**src/rtl/cfg_sequencer_if.sv**
```systemverilog
// ---------------------------------------------------------------------------
// cfg_sequencer_if
// Host byte-write bus and config write bus of the pattern sequencer.
//   host_valid  single-cycle host byte-write strobe
//   host_sel    0 = config register write, 1 = pattern table write
//   host_addr   config word index, or pattern entry index (low bits)
//   host_hi     byte select: 0 = bits 7:0, 1 = bits 15:8
//   host_data   byte to write
//   cfg_we      registered config byte enables {high, low}
//   cfg_w_addr  registered config word address
//   cfg_w_data  registered config write data
// master = host side (drives host_*), slave = sequencer side (drives cfg_*).
// ---------------------------------------------------------------------------
interface cfg_sequencer_if #(
    parameter int CFG_ADDR_BITS = 3
);
    logic                     host_valid;
    logic                     host_sel;
    logic [CFG_ADDR_BITS-1:0] host_addr;
    logic                     host_hi;
    logic [7:0]               host_data;
    logic [1:0]               cfg_we;
    logic [CFG_ADDR_BITS-1:0] cfg_w_addr;
    logic [15:0]              cfg_w_data;

    modport master (
        output host_valid, host_sel, host_addr, host_hi, host_data,
        input  cfg_we, cfg_w_addr, cfg_w_data
    );

    modport slave (
        input  host_valid, host_sel, host_addr, host_hi, host_data,
        output cfg_we, cfg_w_addr, cfg_w_data
    );
endinterface

```
**src/rtl/cfg_sequencer.sv**
```systemverilog
// ---------------------------------------------------------------------------
// cfg_sequencer
// Steps through a host-loaded pattern table at a programmable tempo and turns
// each non-rest entry into a 16-bit config write, sharing the config write
// port with direct host config writes (host always wins).
//   clk       sole clock, rising edge
//   reset     synchronous, active-high
//   bus       cfg_sequencer_if slave: host byte writes in, config writes out
//   seq_run   sequencer enable level
//   seq_last  index of the last step before wrapping to step 0
//   tempo     step period in clk cycles, minus 1
//   step      index of the next step to play
//   overrun   sticky: a pending sequencer write was replaced before issue
// ---------------------------------------------------------------------------
module cfg_sequencer #(
    parameter  int STEPS         = 8,
    parameter  int TEMPO_BITS    = 16,
    parameter  int CFG_ADDR_BITS = 3,
    localparam int IDX_BITS      = $clog2(STEPS)
) (
    input  logic                  clk,
    input  logic                  reset,
    cfg_sequencer_if.slave        bus,
    input  logic                  seq_run,
    input  logic [IDX_BITS-1:0]   seq_last,
    input  logic [TEMPO_BITS-1:0] tempo,
    output logic [IDX_BITS-1:0]   step,
    output logic                  overrun
);

    logic [15:0]              pattern_q [STEPS];
    logic [TEMPO_BITS-1:0]    tempo_cnt_q, tempo_cnt_d;
    logic [IDX_BITS-1:0]      step_q, step_d;
    logic                     pend_q;
    logic [CFG_ADDR_BITS-1:0] pend_addr_q;
    logic [15:0]              pend_data_q;
    logic                     overrun_q;
    logic [1:0]               cfg_we_q;
    logic [CFG_ADDR_BITS-1:0] cfg_addr_q;
    logic [15:0]              cfg_data_q;

    logic                     host_cfg;
    logic                     host_pat;
    logic                     tick;
    logic                     issue;
    logic [15:0]              entry;
    logic                     entry_unused;
    logic [IDX_BITS-1:0]      pat_idx;

    assign host_cfg     = bus.host_valid & ~bus.host_sel;
    assign host_pat     = bus.host_valid & bus.host_sel;
    assign pat_idx      = bus.host_addr[IDX_BITS-1:0];
    // The table is read from registered state, so a same-edge pattern write
    // to the entry being played cannot affect this tick.
    assign entry        = pattern_q[step_q];
    // Bit 13 of an entry is reserved.
    assign entry_unused = entry[13];
    assign tick         = seq_run && (tempo_cnt_q == '0);
    // A host config write owns the output port; the pending write waits.
    assign issue        = pend_q && !host_cfg;

    // Next step wraps at seq_last; when step is already past seq_last the
    // natural IDX_BITS overflow wraps it at STEPS-1.
    always_comb begin
        step_d = step_q + IDX_BITS'(1);
        if (step_q == seq_last) begin
            step_d = '0;
        end
        tempo_cnt_d = tick ? tempo : tempo_cnt_q - TEMPO_BITS'(1);
    end

    // Pattern table storage; reset fills every entry with a rest.
    always_ff @(posedge clk) begin
        if (reset) begin
            for (int i = 0; i < STEPS; i++) begin
                pattern_q[i] <= 16'h8000;
            end
        end else if (host_pat) begin
            if (bus.host_hi) begin
                pattern_q[pat_idx][15:8] <= bus.host_data;
            end else begin
                pattern_q[pat_idx][7:0] <= bus.host_data;
            end
        end
    end

    // Output port arbitration, tempo counter, step pointer and pending slot.
    always_ff @(posedge clk) begin
        if (reset) begin
            cfg_we_q    <= '0;
            cfg_addr_q  <= '0;
            cfg_data_q  <= '0;
            tempo_cnt_q <= '0;
            step_q      <= '0;
            pend_q      <= 1'b0;
            pend_addr_q <= '0;
            pend_data_q <= '0;
            overrun_q   <= 1'b0;
        end else begin
            if (host_cfg) begin
                cfg_we_q   <= {bus.host_hi, ~bus.host_hi};
                cfg_addr_q <= bus.host_addr;
                cfg_data_q <= {bus.host_data, bus.host_data};
            end else if (issue) begin
                cfg_we_q   <= 2'b11;
                cfg_addr_q <= pend_addr_q;
                cfg_data_q <= pend_data_q;
            end else begin
                cfg_we_q   <= '0;
            end

            if (!seq_run) begin
                tempo_cnt_q <= '0;
                step_q      <= '0;
                pend_q      <= 1'b0;
                overrun_q   <= 1'b0;
            end else begin
                tempo_cnt_q <= tempo_cnt_d;
                if (tick) begin
                    step_q <= step_d;
                end
                // A new non-rest entry always takes the slot; it only counts
                // as lost data if the old one was not leaving this cycle.
                if (tick && !entry[15]) begin
                    pend_q      <= 1'b1;
                    pend_addr_q <= {{(CFG_ADDR_BITS-1){1'b0}}, entry[14]};
                    pend_data_q <= {3'b000, entry[12:0]};
                    if (pend_q && !issue) begin
                        overrun_q <= 1'b1;
                    end
                end else if (issue) begin
                    pend_q <= 1'b0;
                end
            end
        end
    end

    assign bus.cfg_we     = cfg_we_q;
    assign bus.cfg_w_addr = cfg_addr_q;
    assign bus.cfg_w_data = cfg_data_q;
    assign step           = step_q;
    assign overrun        = overrun_q;

endmodule
```
**src/flat_wrapper.sv**
```systemverilog
// flat-port wrapper written by rule: the top's interface ports become plain ports
module cfg_sequencer_flat 
#(
    parameter  int STEPS         = 8,
    parameter  int TEMPO_BITS    = 16,
    parameter  int CFG_ADDR_BITS = 3,
    localparam int IDX_BITS      = $clog2(STEPS)
)
  (clk, reset, seq_run, seq_last, tempo, step, overrun, bus_host_valid, bus_host_sel, bus_host_addr, bus_host_hi, bus_host_data, bus_cfg_we, bus_cfg_w_addr, bus_cfg_w_data);
  cfg_sequencer_if #(.CFG_ADDR_BITS(CFG_ADDR_BITS)) bus_i ();
  input  logic clk;
  input  logic reset;
  input  logic seq_run;
  input  logic [IDX_BITS-1:0] seq_last;
  input  logic [TEMPO_BITS-1:0] tempo;
  output logic [IDX_BITS-1:0] step;
  output logic overrun;
  input wire logic [$bits(bus_i.host_valid)-1:0] bus_host_valid;
  input wire logic [$bits(bus_i.host_sel)-1:0] bus_host_sel;
  input wire logic [$bits(bus_i.host_addr)-1:0] bus_host_addr;
  input wire logic [$bits(bus_i.host_hi)-1:0] bus_host_hi;
  input wire logic [$bits(bus_i.host_data)-1:0] bus_host_data;
  output wire logic [$bits(bus_i.cfg_we)-1:0] bus_cfg_we;
  output wire logic [$bits(bus_i.cfg_w_addr)-1:0] bus_cfg_w_addr;
  output wire logic [$bits(bus_i.cfg_w_data)-1:0] bus_cfg_w_data;
  assign bus_i.host_valid = bus_host_valid;
  assign bus_i.host_sel = bus_host_sel;
  assign bus_i.host_addr = bus_host_addr;
  assign bus_i.host_hi = bus_host_hi;
  assign bus_i.host_data = bus_host_data;
  assign bus_cfg_we = bus_i.cfg_we;
  assign bus_cfg_w_addr = bus_i.cfg_w_addr;
  assign bus_cfg_w_data = bus_i.cfg_w_data;
  cfg_sequencer #(.STEPS(STEPS), .TEMPO_BITS(TEMPO_BITS), .CFG_ADDR_BITS(CFG_ADDR_BITS)) u_core (.clk(clk), .reset(reset), .bus(bus_i), .seq_run(seq_run), .seq_last(seq_last), .tempo(tempo), .step(step), .overrun(overrun));
endmodule
```
**config.mk**
```make
export PLATFORM = sky130hd
export DESIGN_NAME = cfg_sequencer_flat
export DESIGN_NICKNAME = d
export VERILOG_FILES = /design/src/rtl/cfg_sequencer_if.sv /design/src/rtl/cfg_sequencer.sv /design/src/flat_wrapper.sv
export SDC_FILE = /design/constraint.sdc
export NUM_CORES = 1
export LEC_CHECK = 0
export CORE_ASPECT_RATIO = 0.75
export CORE_MARGIN = 5
export CORE_UTILIZATION = 60
export CTS_BUF_LIST = sky130_fd_sc_hd__clkbuf_8
export CTS_CLUSTER_SIZE = 25
export DETAILED_ROUTE_END_ITERATION = 7
export PLACE_DENSITY = 0.93
export SLEW_MARGIN = 0
export SYNTH_ARGS = -nofsm -noshare
export SYNTH_HDL_FRONTEND = slang
export SYNTH_SLANG_ARGS = --single-unit
export TNS_END_PERCENT = 100
```
**constraint.sdc**
```tcl
create_clock -name clk -period 6.6 [get_ports clk]
set_clock_uncertainty 0.2 [all_clocks]
set_input_delay 1.32 -clock clk [delete_from_list [all_inputs] [get_ports clk]]
set_output_delay 1.32 -clock clk [all_outputs]
set_load 0.01 [all_outputs]
```
==> reports/qor.yml <==
logic_synthesis:
  synth-seq-cells: 179
  synth_edf_count: 120
  synth_warnings: 0
  netlist_area_um2: 8160
  yosys_most_used_dff: "edfxtp_1"
  synth.avg_cell_area_um2: 13.0
  yosys.cell_types.count: 42
  yosysTopAreaCell: "edfxtp_1"
  synthCells: 627
  synthTopCellsByArea: "edfxtp_1, dfxtp_1, and2_1, mux4_2, mux2i_1"
  seq_area_frac_synth: 0.587
  synthArstFlopShare: 0
  synth_top_area_frac: 0.442
  syn-num-nets: 666
sta:
  rsz0062_at_grt: "false"
  fin_setup_tns_ps: 0
  setup_viol: 0
  max_slew_margin: 0.276
  timing.fmax_mhz: 250
  final-hold-violation-count: 0
  min_period_ps: 4000
  worst_pin_slew_ps: 1090
  post-route-period-util: 0.607
  drv_slew: 0
power:
  clockPowerShare: 0.288
  switching_share: 0.290
  pwr-share-seq: 0.532
  vdd_drop_max_mv: 0.291
  comb_power_share: 0.181
  intPower_mw: 1.78
  pwr_density_cell_nw_per_um2: 273
  p_leak_nw: 3.12
  switchingPower_mw: 0.728
worst_hold_path:
  hp-start: "u_core.overrun"
  min_path_type: "flip-flop to flip-flop"
  hold_end: "u_core.overrun"
  hold_path_depth: 2
route:
  firstDrtPassIters: 5
  num_vias: 5282
  ant_nets: 0
  post_drt_wl_per_cell_um: 21.9
  drt_iter0_drc: 501
  drc_errors: 0
  totalWireLength_um: 18700
  vias_per_cell: 6.19
floorplan:
  design.core.area_um2: 13200
  io_pins: 61
  dieArea_um2: 16000
  row_count: 36
  start_util: 0.620
  die_h_um: 111
  dieWidth_um: 145
critical_path:
  cp-start-kind: "primary input"
  worstPathCellList: "clkdlybuf4s50_1 -> nor4bb_1 -> nand2b_1 -> or3_1 -> mux2_4"
  crit_type: "primary input to flip-flop"
  critPathMaxStageDelay_ps: 820
  arrival_ps: 4170
  timing.rr.end: "u_core.pend_data_q[4]"
  worstPathRequired_ps: 6760
  reg2reg_setup_slack_ps: 3230
  path_max_fanout: 16
  cp_slowest_cell: "or3_1"
  reg2regPathDepth: 4
  cp-end-kind: "flip-flop"
cts:
  cts_root_buf: "clkbuf_8"
  cts_tree: "done"
  clk_latency_ps: 470
  cts-resized-gates: 0
  hold_buffers: 0
  ctsLongestPathBuffers: 2
  cts.sinks: 179
  cts_setup_buffers: 0
  cts-buffers-inserted: 17
  htree_levels: 4
  clkTransAtPathRegs_ps: 90
placed_design:
  hpwlAfterDp_um: 12700
  placed_area_um2: 8820
  io_buffers: 60
  place.gp.congestion: 0.879
layout:
  syn2layout_area_growth_pct: 12.7
  diodes: 0
  nNetsFinal: 709
  fin_area_um2: 9200
  fin_util: 0.699
  drive_gt1_frac: 0.151
global_route:
  grt_start_max_net_pins: 64
  grt_usage: 0.239
  grt_pass1_vias: 5409
  antenna_found_initial: 0
  grt_pass1_wl_um: 29200
  overflow: 0
status:
  status: "finished clean"
flow_run:
  maxCapViolations: 0
## flip-flops by register name, indices dropped and copies added, names as in the netlist, 2 cells and up, named ones only
register,cells
u_core.bus.cfg_w_data,16
u_core.pend_data_q,13
u_core.bus.cfg_we,2
u_core.tempo_cnt_q,16
u_core.pattern_q,120
u_core.bus.cfg_w_addr,3
u_core.step,3
## per-stage QoR
stage                     power [mW]  worst slack [ps]  hold slack [ps]  std cells
after detailed placement        1.80              2200              254        822
after CTS                       2.50              2670              287        854
after global routing            2.59              2390              317        854
after global placement          1.77              2380              247        822
after floorplan                 1.66              3470              231        627
final                           2.51              2600              288        854
## worst max-delay path, delay by kind of cell
| family | cells | cell delay (ps) |
|---|---|---|
| multiplexers | 1 | 430 |
| buffers and inverters | 1 | 530 |
| AND/OR/NAND/NOR | 3 | 1870 |
## cell type report
type | count | area (µm²)
multi-input combinational | 407 | 3200
inverter | 3 | 11.3
timing repair buffer | 62 | 611
fill | 865 | 3960
clock buffer | 18 | 248
sequential | 179 | 4790
clock inverter | 14 | 126
tap | 171 | 214
## power groups by stage
stage | clock (mW) | combinational (mW) | sequential (mW)
after floorplan | 0 | 0.326 | 1.34
after global placement | 0 | 0.418 | 1.35
after detailed placement | 0 | 0.439 | 1.36
after CTS | 0.720 | 0.445 | 1.33
after global routing | 0.763 | 0.486 | 1.34
final | 0.722 | 0.453 | 1.33
## how the worst max path moves through the flow
stage / from / endpoint / slack [ps] / cells past startpoint
after floorplan: seq_run / u_core.pend_data_q[10] / 3470 / 6
after global placement: seq_run / u_core.pend_data_q[5] / 2380 / 5
after detailed placement: seq_run / u_core.pend_data_q[4] / 2200 / 5
after CTS: seq_run / u_core.pend_data_q[10] / 2670 / 5
after global routing: seq_run / u_core.pend_addr_q[0] / 2390 / 5
final: seq_run / u_core.pend_data_q[4] / 2600 / 5
## cell usage after synthesis, drive strengths merged, types with 2 or more instances
master,number
nand2,14
a21oi,29
mux4,30
or3,10
and2,113
mux2i,25
dfxtp,59
nand4b,4
o21bai,5
o21ai,5
mux2,18
nand3b,6
ha,3
xnor2,14
nor2,31
a211oi,9
nand4,2
or2,18
buf,9
nor2b,17
o31ai,8
edfxtp,120
nor3,18
inv,3
a31oi,2
nand2b,8
nor4,7
clkbuf,29
or4,3
## kinds of logic after synthesis
kind of cell | after synthesis | share of synthesized area
buf+inv | 41 | 0.0210
flops | 179 | 0.587
xor+xnor | 15 | 0.0161
compound gates | 61 | 0.0460
mux | 73 | 0.142
fa+ha+maj | 3 | 0.00460
simple gates | 255 | 0.183
## layout by cell type, fill, tap and decap left out, types with 3 or more instances in the layout
cell / count
a211oi_1: 9
a21oi_1: 29
and2_1: 113
clkbuf_8: 18
clkdlybuf4s50_1: 59
clkinv_4: 5
dfxtp_1: 58
edfxtp_1: 120
ha_1: 3
inv_1: 4
inv_6: 3
mux2_2: 10
mux2_4: 8
mux2i_1: 25
mux4_2: 30
nand2_1: 14
nand2b_1: 8
nand3b_1: 6
nand4b_1: 4
nor2_1: 31
nor2b_1: 17
nor3_1: 18
nor4_1: 7
o21ai_0: 5
o21bai_1: 5
o31ai_1: 8
or2_2: 18
or3_1: 10
xnor2_1: 14
## layer usage
metal | GRT usage | routed length (µm)
met1 | 0.317 | 7300
met2 | 0.392 | 9370
met3 | 0.0664 | 1730
met4 | 0.0622 | 265
met5 | 0 | 0
(Power assumes the default switching activity.)
